**src/rtl/scancode_sequencer_if.sv**
```systemverilog
// Byte-stream, frame-sync and character-register signals shared between the
// scancode sequencer and its neighbours.
interface scancode_sequencer_if;
    logic [7:0] rx_data;
    logic       rx_valid;
    logic       vsync_start;
    logic [7:0] scancode;
    logic       enable;
    logic       key_held;
    logic       pending;
    logic       prefix_timeout;

    modport master (
        output rx_data, rx_valid, vsync_start,
        input  scancode, enable, key_held, pending, prefix_timeout
    );

    modport slave (
        input  rx_data, rx_valid, vsync_start,
        output scancode, enable, key_held, pending, prefix_timeout
    );
endinterface

```
**src/rtl/scancode_sequencer.sv**
```systemverilog
// Decodes PS/2 make/break/extended scancodes, drops typematic repeats and defers
// each accepted key to the start of vertical blanking before driving the char register.
module scancode_sequencer #(
    parameter int unsigned TIMEOUT_CYCLES = 25000
) (
    input logic                  clk,
    input logic                  reset,
    scancode_sequencer_if.slave  bus
);
    localparam int unsigned CntW = (TIMEOUT_CYCLES > 1) ? $clog2(TIMEOUT_CYCLES) : 1;
    localparam logic [CntW-1:0] CntLast = CntW'(TIMEOUT_CYCLES - 1);

    typedef enum logic [1:0] {StIdle, StExt, StBrk, StExtBrk} state_e;

    state_e          state;
    logic [7:0]      held_code;
    logic [7:0]      pend_code;
    logic            pend_valid;
    logic [CntW-1:0] cnt;
    logic [7:0]      scancode;
    logic            enable;
    logic            key_held;
    logic            prefix_timeout;

    logic is_accept;
    logic new_make;

    assign is_accept = (bus.rx_data == 8'h2B) || (bus.rx_data == 8'h15) ||
                       (bus.rx_data == 8'h33) || (bus.rx_data == 8'h22);
    assign new_make  = bus.rx_valid && (state == StIdle) && is_accept &&
                       (bus.rx_data != held_code);

    always_ff @(posedge clk or negedge reset) begin
        if (!reset) begin
            state          <= StIdle;
            held_code      <= 8'h00;
            pend_code      <= 8'h00;
            pend_valid     <= 1'b0;
            cnt            <= '0;
            scancode       <= 8'h00;
            enable         <= 1'b0;
            key_held       <= 1'b0;
            prefix_timeout <= 1'b0;
        end else begin
            enable         <= 1'b0;
            prefix_timeout <= 1'b0;

            if (bus.vsync_start && pend_valid) begin
                scancode   <= pend_code;
                enable     <= 1'b1;
                pend_valid <= 1'b0;
            end

            unique case (state)
                StIdle: begin
                    cnt <= '0;
                    if (bus.rx_valid) begin
                        if (bus.rx_data == 8'hE0) begin
                            state <= StExt;
                        end else if (bus.rx_data == 8'hF0) begin
                            state <= StBrk;
                        end else if (new_make) begin
                            held_code <= bus.rx_data;
                            key_held  <= 1'b1;
                            pend_code <= bus.rx_data;
                            // A make landing on the vsync cycle bypasses the pending slot.
                            if (bus.vsync_start) begin
                                scancode   <= bus.rx_data;
                                enable     <= 1'b1;
                                pend_valid <= 1'b0;
                            end else begin
                                pend_valid <= 1'b1;
                            end
                        end
                    end
                end
                StExt, StBrk, StExtBrk: begin
                    if (bus.rx_valid) begin
                        cnt <= '0;
                        if (state == StExt && bus.rx_data == 8'hF0) begin
                            state <= StExtBrk;
                        end else begin
                            state <= StIdle;
                        end
                        if (state == StBrk && bus.rx_data == held_code) begin
                            held_code <= 8'h00;
                            key_held  <= 1'b0;
                        end
                    end else if (cnt == CntLast) begin
                        state          <= StIdle;
                        cnt            <= '0;
                        prefix_timeout <= 1'b1;
                    end else begin
                        cnt <= cnt + 1'b1;
                    end
                end
                default: state <= StIdle;
            endcase
        end
    end

    assign bus.scancode       = scancode;
    assign bus.enable         = enable;
    assign bus.key_held       = key_held;
    assign bus.pending        = pend_valid;
    assign bus.prefix_timeout = prefix_timeout;
endmodule

```
**src/flat_wrapper.sv**
```systemverilog
// flat-port wrapper written by rule: the top's interface ports become plain ports
module scancode_sequencer_flat 
#(
    parameter int unsigned TIMEOUT_CYCLES = 25000
)
  (clk, reset, bus_rx_data, bus_rx_valid, bus_vsync_start, bus_scancode, bus_enable, bus_key_held, bus_pending, bus_prefix_timeout);
  scancode_sequencer_if bus_i ();
  input logic clk;
  input logic reset;
  input wire logic [$bits(bus_i.rx_data)-1:0] bus_rx_data;
  input wire logic [$bits(bus_i.rx_valid)-1:0] bus_rx_valid;
  input wire logic [$bits(bus_i.vsync_start)-1:0] bus_vsync_start;
  output wire logic [$bits(bus_i.scancode)-1:0] bus_scancode;
  output wire logic [$bits(bus_i.enable)-1:0] bus_enable;
  output wire logic [$bits(bus_i.key_held)-1:0] bus_key_held;
  output wire logic [$bits(bus_i.pending)-1:0] bus_pending;
  output wire logic [$bits(bus_i.prefix_timeout)-1:0] bus_prefix_timeout;
  assign bus_i.rx_data = bus_rx_data;
  assign bus_i.rx_valid = bus_rx_valid;
  assign bus_i.vsync_start = bus_vsync_start;
  assign bus_scancode = bus_i.scancode;
  assign bus_enable = bus_i.enable;
  assign bus_key_held = bus_i.key_held;
  assign bus_pending = bus_i.pending;
  assign bus_prefix_timeout = bus_i.prefix_timeout;
  scancode_sequencer #(.TIMEOUT_CYCLES(TIMEOUT_CYCLES)) u_core (.clk(clk), .reset(reset), .bus(bus_i));
endmodule
```
**config.mk**
```make
export PLATFORM = sky130hd
export DESIGN_NAME = scancode_sequencer_flat
export DESIGN_NICKNAME = d
export VERILOG_FILES = /design/src/rtl/scancode_sequencer_if.sv /design/src/rtl/scancode_sequencer.sv /design/src/flat_wrapper.sv
export SDC_FILE = /design/constraint.sdc
export NUM_CORES = 1
export LEC_CHECK = 0
export BUFFER_PORTS_ARGS = -buffer_cell sky130_fd_sc_hd__buf_2
export CAP_MARGIN = 30
export CORE_MARGIN = 1.5
export CORE_UTILIZATION = 58
export DETAILED_ROUTE_END_ITERATION = 7
export GPL_ROUTABILITY_DRIVEN = 1
export PLACE_DENSITY = 0.9
export SLEW_MARGIN = 0
export SYNTH_ARGS = -nofsm -noshare
export SYNTH_HDL_FRONTEND = slang
export SYNTH_SLANG_ARGS = --single-unit
```
**constraint.sdc**
```tcl
create_clock -name clk -period 2 [get_ports clk]
set_input_delay 0.2 -clock clk [delete_from_list [all_inputs] [get_ports clk]]
set_output_delay 0.2 -clock clk [all_outputs]
set_load 0.01 [all_outputs]
```
== Word level (Yosys, flattened, before mapping) ==
Cells that the tools add are included.

* Output and inout bits: 12
* Register bits after elaboration: 45

* Bitwise operators: 2
* Reductions and logical operators: 14
* Muxes and demuxes: 48
* Add/subtract/negate cells: 1
* Eq/ne operators: 20

{| class="wikitable"
|+ Operators with widths
! kind !! number
|-
| $mux 8 || 13
|-
| $mux 15 || 2
|-
| $pmux 15 s2 || 1
|-
| $eq 8x6->1 const B || 3
|-
| $mux 1 || 23
|-
| $eq 8x8->1 const B || 2
|-
| $pmux 8 s2 || 1
|-
| $add 15x1->15 const B || 1
|-
| $eq 15x15->1 const B || 1
|-
| $mux 2 || 6
|-
| $eq 8x5->1 const B || 1
|-
| $eq 8x8->1 || 1
|-
| $ne 2x2->1 const B || 4
|-
| $ne 8x8->1 || 1
|-
| $logic_and 1x1->1 || 6
|-
| $reduce_and 6->1 || 1
|-
| $reduce_and 5->1 || 1
|-
| $eq 2x2->1 const B || 2
|-
| $ne 2x1->1 const B || 2
|-
| $pmux 2 s2 || 1
|-
| $logic_or 1x1->1 || 3
|-
| $ne 3x2->1 const B || 1
|-
| $ne 3x3->1 const B || 1
|-
| $reduce_and 3->1 || 1
|-
| other kinds (5) || 6
|}

== Depth between registers and ports, before layout ==
* Word-level depth: 11
* Mapped depth: 7
* Mapped depth without buffers: 6

== Worst setup path after synthesis ==
No wires, ideal clock.

* Path type: register -> register
* From: reg u_core.cnt[6]
* To: reg u_core.cnt[12]
* Required time: 1881 ps
* Slack: 198 ps
* Clock period less this slack: 1802 ps
* Data arrival time: 1683 ps
* Stages on the path, launching flop included: 7
* Buffers on the path: 1
* Cells stage by stage: dfrtp_1 or3_1 or4_1 and2_1 o21ai_2 buf_4 nor2_1

* Longest elaborated chain between the ends: 4
* Elaborated cells on any way between the ends: 5

{| class="wikitable"
|+ RTL lines
! what !! RTL line !! source
|-
| start, declared || scancode_sequencer.sv:19 || <nowiki>logic [CntW-1:0] cnt;</nowiki>
|-
| start signal, assigned || scancode_sequencer.sv:94 || <nowiki>cnt <= cnt + 1'b1;</nowiki>
|-
| $add 15x1->15 / $eq 15x15->1 (equally long branches) || scancode_sequencer.sv:94, scancode_sequencer.sv:89 ||
|-
| $mux 15 (*) || scancode_sequencer.sv:89 || <nowiki>end else if (cnt == CntLast) begin</nowiki>
|-
| $mux 15 (*) || scancode_sequencer.sv:78 || <nowiki>if (bus.rx_valid) begin</nowiki>
|-
| $pmux 15 s2 (*) || scancode_sequencer.sv:54 || <nowiki>unique case (state)</nowiki>
|}

Every way passes the cells marked *; elsewhere a longest branch is shown, timed or not.
A chain may end at the register's enable or synchronous reset.

== Worst setup path in the final report ==
* From: reg u_core.cnt[0]
* To: reg u_core.cnt[11]

Same word-level chain as after synthesis.

==> summary.md <==
| Metric | Value |
|---|---|
| Layout Skew | `0.01129 ns` |
| Residual DRC | `0` |
| Met2 usage | `40.69%` |
| # diodes | `0` |
| CP Cell Sequence | `ha_1 > nand3_1 > or4_1 > and2_2 > o21ai_4 > nor2_1` |
| Startpoint Class | `register` |
| Syn avg cell area | `9.999 sq um` |
| Post-synth EDFFs | `0` |
| Num CTS Buffers | `5` |
| Core area | `3689 sq um` |
| Port-buffer cells | `23` |
| Vias | `1,787` |
| Cell area after placement | `2446 sq um` |
| Leakage power | `1.115 nW` |
| Die Wd | `65.42 um` |
| Clock buffer depth | `2` |
| Cell Rows | `22` |
| Met1 usage in global routing | `32.16%` |
| Die height | `65.42 um` |
| Psw | `0.4663 mW` |
| Final HPWL DP | `3.370 mm` |
| Worst-Margin Slew | `0.5753 ns` |
| Mapped Cells | `226` |
| Antenna Nets Post-Route | `0` |
| Synthesized area | `2260 sq um` |
| Total wire length | `4.892 mm` |
| Initial antenna violation count | `0` |
| Clock power frac | `31.7%` |
| Total GRT Usage | `24.96%` |
| Max FO, Critical Path | `8` |
| Clk slew on worst S/H paths | `0.09 ns` |
| Pwr dens | `686.6 nW/um^2` |
| Max Slew Vio Count | `0` |
| Final Hold Slack | `0.1517 ns` |
| Post-synthesis sequential area ratio | `49.83%` |
| Iter 0 DRT Violations | `157` |
| Crit Path Class | `register to register` |
| Crit path DAT | `2.07 ns` |
| Setup bufs post-CTS | `0` |
| Final worst slack | `0.1122 ns` |
| Finished Cell Area | `2571 sq um` |
| P&R area growth vs syn | `13.79%` |
| #FFs+latches synth | `45` |
| DR WL/cell | `16.04 um` |
| Starting Density | `61.26%` |
| Largest net degree at the start of global routing | `28` |
| Ys Warns | `0` |
| Vias per cell | `5.859` |
| Sw frac | `26.41%` |
| Clock latency on the worst-skew pair | `0.30 ns` |
| Req. time, crit path | `2.18 ns` |
| Post-Synthesis Net Count | `239` |
| Setup_tns | `0 ns` |
| Slew HR | `61.65%` |
| Crit end category | `register` |
| TritonCTS clock tree | `yes` |
| Die Footprint | `4279 sq um` |
| Drt pass-1 iters | `4` |
| Endpoints failing setup | `0` |
| Vias in the first global route | `1,833` |
| Post-Place Setup Slack | `0.01102 ns` |
| GPL Wtd Cong | `0.7924` |
| First-pass GRT wire length | `8.121 mm` |
| Hold Crit Class | `input port to register` |
| Clock root buffer | `clkbuf_8` |
| Worst VDD drop | `525.9 uV` |
| Worst path slowest cell | `or4_1` |
| Fraction of layout cells with a size suffix above 1 | `17.51%` |
| Ports | `24` |
| Status | `finished, final reports clean` |
| Global routing's busiest layer | `met2` |
| Reg power frac | `56.1%` |
| Period utilization | `94.39%` |
| Main flop type after synthesis | `dfrtp_1` |
| Max stage delay on crit path | `0.52 ns` |
| Unrepaired setup endpoints after global routing | `no` |
| Total gr overflow | `0` |
| FILL cells | `274` |
| Nets | `269` |
| Int Power | `1.299 mW` |
| Tmin final | `1.888 ns` |
| Max Clock Freq | `529.7 MHz` |
| Clock Sinks | `45` |
| M3 GR Usage | `4.623%` |
| Final Hold Viols | `0` |
| Maxcap violations | `0` |
| Post-synth ARST share | `100.0%` |
| Comb pwr share | `12.2%` |
| H-tree levels | `2` |
| Count of different cell masters after synthesis | `44` |
==> synthesized netlist by cell type, types with 2 or more instances <==
master | number | area (sq um)
nand3b_1 | 2 | 15.01
nand4bb_1 | 2 | 22.52
or2_1 | 2 | 12.51
o2111ai_1 | 2 | 17.52
or3_1 | 2 | 12.51
a221o_1 | 6 | 60.06
a21boi_1 | 2 | 15.01
o22ai_1 | 4 | 25.02
clkbuf_1 | 3 | 11.26
nor2_1 | 23 | 86.33
nand3_1 | 9 | 45.04
nor4_1 | 2 | 12.51
nor3_1 | 7 | 35.03
nor2b_1 | 4 | 25.02
and2_1 | 9 | 56.30
and3_1 | 5 | 31.28
o221ai_1 | 2 | 17.52
a21o_1 | 6 | 45.04
nand2_1 | 19 | 71.32
nand4_1 | 2 | 12.51
o211ai_1 | 4 | 30.03
xnor2_1 | 16 | 140.1
nor3b_1 | 4 | 30.03
a211o_1 | 3 | 26.28
buf_2 | 6 | 30.03
a21oi_1 | 2 | 10.01
dfrtp_1 | 45 | 1126
inv_1 | 10 | 37.54
a31oi_1 | 2 | 12.51
xor2_1 | 6 | 52.55
a2bb2oi_1 | 2 | 17.52
==> power groups by stage <==
stage               sequential [mW]  combinational, mW  clock [mW]
global route                  0.995              0.242       0.610
CTS                           0.987              0.214       0.572
floorplan                      1.00              0.130           0
global placement               1.00              0.203           0
finish                        0.990              0.216       0.559
detailed placement             1.00              0.210           0
==> metal layers <==
metal	part of all wire, %	up-vias
met5	0	-
met4	1.3	0
met3	4.8	6
met2	49	54
met1	45	873
li1	-	854
==> final cells by class <==
class	instances	area, sq um	area share [%]
multi-input cells	162	1075	41.80
repair buffers	32	185.2	7.202
well taps	48	60.06	2.336
flip-flops and latches	45	1126	43.80
clock inverters	2	15.01	0.5839
clock buffers	6	72.57	2.822
inverters	10	37.54	1.460
==> per-stage QoR <==
step	util [%]	instances	power, mW
after floorplan	-	226	1.131
after global placement	66.32	295	1.204
after detailed placement	66.32	295	1.215
after CTS	69.17	304	1.773
after global routing	69.71	305	1.847
final	69.71	305	1.765
==> timing repair <==
action / CTS / global route
endpoints found under the hold margin: 25 / 0
hold buffers: 1 / 0
gates resized for setup: 1 / 3
setup endpoints to repair: 1 / 17
gates cloned: 0 / 1
==> kinds of logic after synthesis <==
group / after synthesis / share of synthesized area, %
simple gates: 98 / 23.03
buf+inv: 20 / 3.821
flops: 45 / 49.83
xor+xnor: 22 / 8.527
fa+ha+maj: 1 / 0.5536
compound gates: 40 / 14.23
==> critical path, delay by kind of cell (launching register included) <==
family                     cells  cell delay [ns]
and+or+nand+nor                4             1.02
DFF                            1             0.39
adders and majority gates      1             0.22
AOI/OAI and AO/OA              1             0.13
==> registers in the layout, summed over array words and instances, names as in the netlist <==
name                       flops
u_core.cnt                    15
u_core.bus.scancode            8
u_core.held_code               8
u_core.pend_code               8
u_core.state                   2
u_core.bus.enable              1
u_core.bus.key_held            1
u_core.bus.pending             1
u_core.bus.prefix_timeout      1
==> path summary, 6_finish.rpt <==
| path | start | end | slack [ns] | cells past startpoint |
|---|---|---|---|---|
| hold / removal | bus_rx_valid | u_core.bus.prefix_timeout | 0.15 | 2 |
| setup / recovery | u_core.cnt[0] | u_core.cnt[11] | 0.11 | 6 |
| min in group asynchronous | reset | u_core.held_code[4] | 0.42 | 2 |
| hold reg to reg | u_core.pend_code[4] | u_core.pend_code[4] | 0.48 | 1 |
| setup reg to reg | u_core.cnt[0] | u_core.cnt[11] | 0.11 | 6 |
| max in group asynchronous | reset | u_core.bus.scancode[1] | 1.01 | 3 |
==> layout by cell type, fill, tap and decap left out, drive strengths merged, types with 8 or more instances in the layout <==
master | synthesis | layout
and2 | 9 | 9
buf | 7 | 31
dfrtp | 45 | 45
inv | 10 | 10
nand2 | 19 | 19
nand3 | 9 | 9
nor2 | 24 | 24
nor3 | 8 | 8
xnor2 | 16 | 16
No activity file was read; power rests on OpenSTA's default activity.
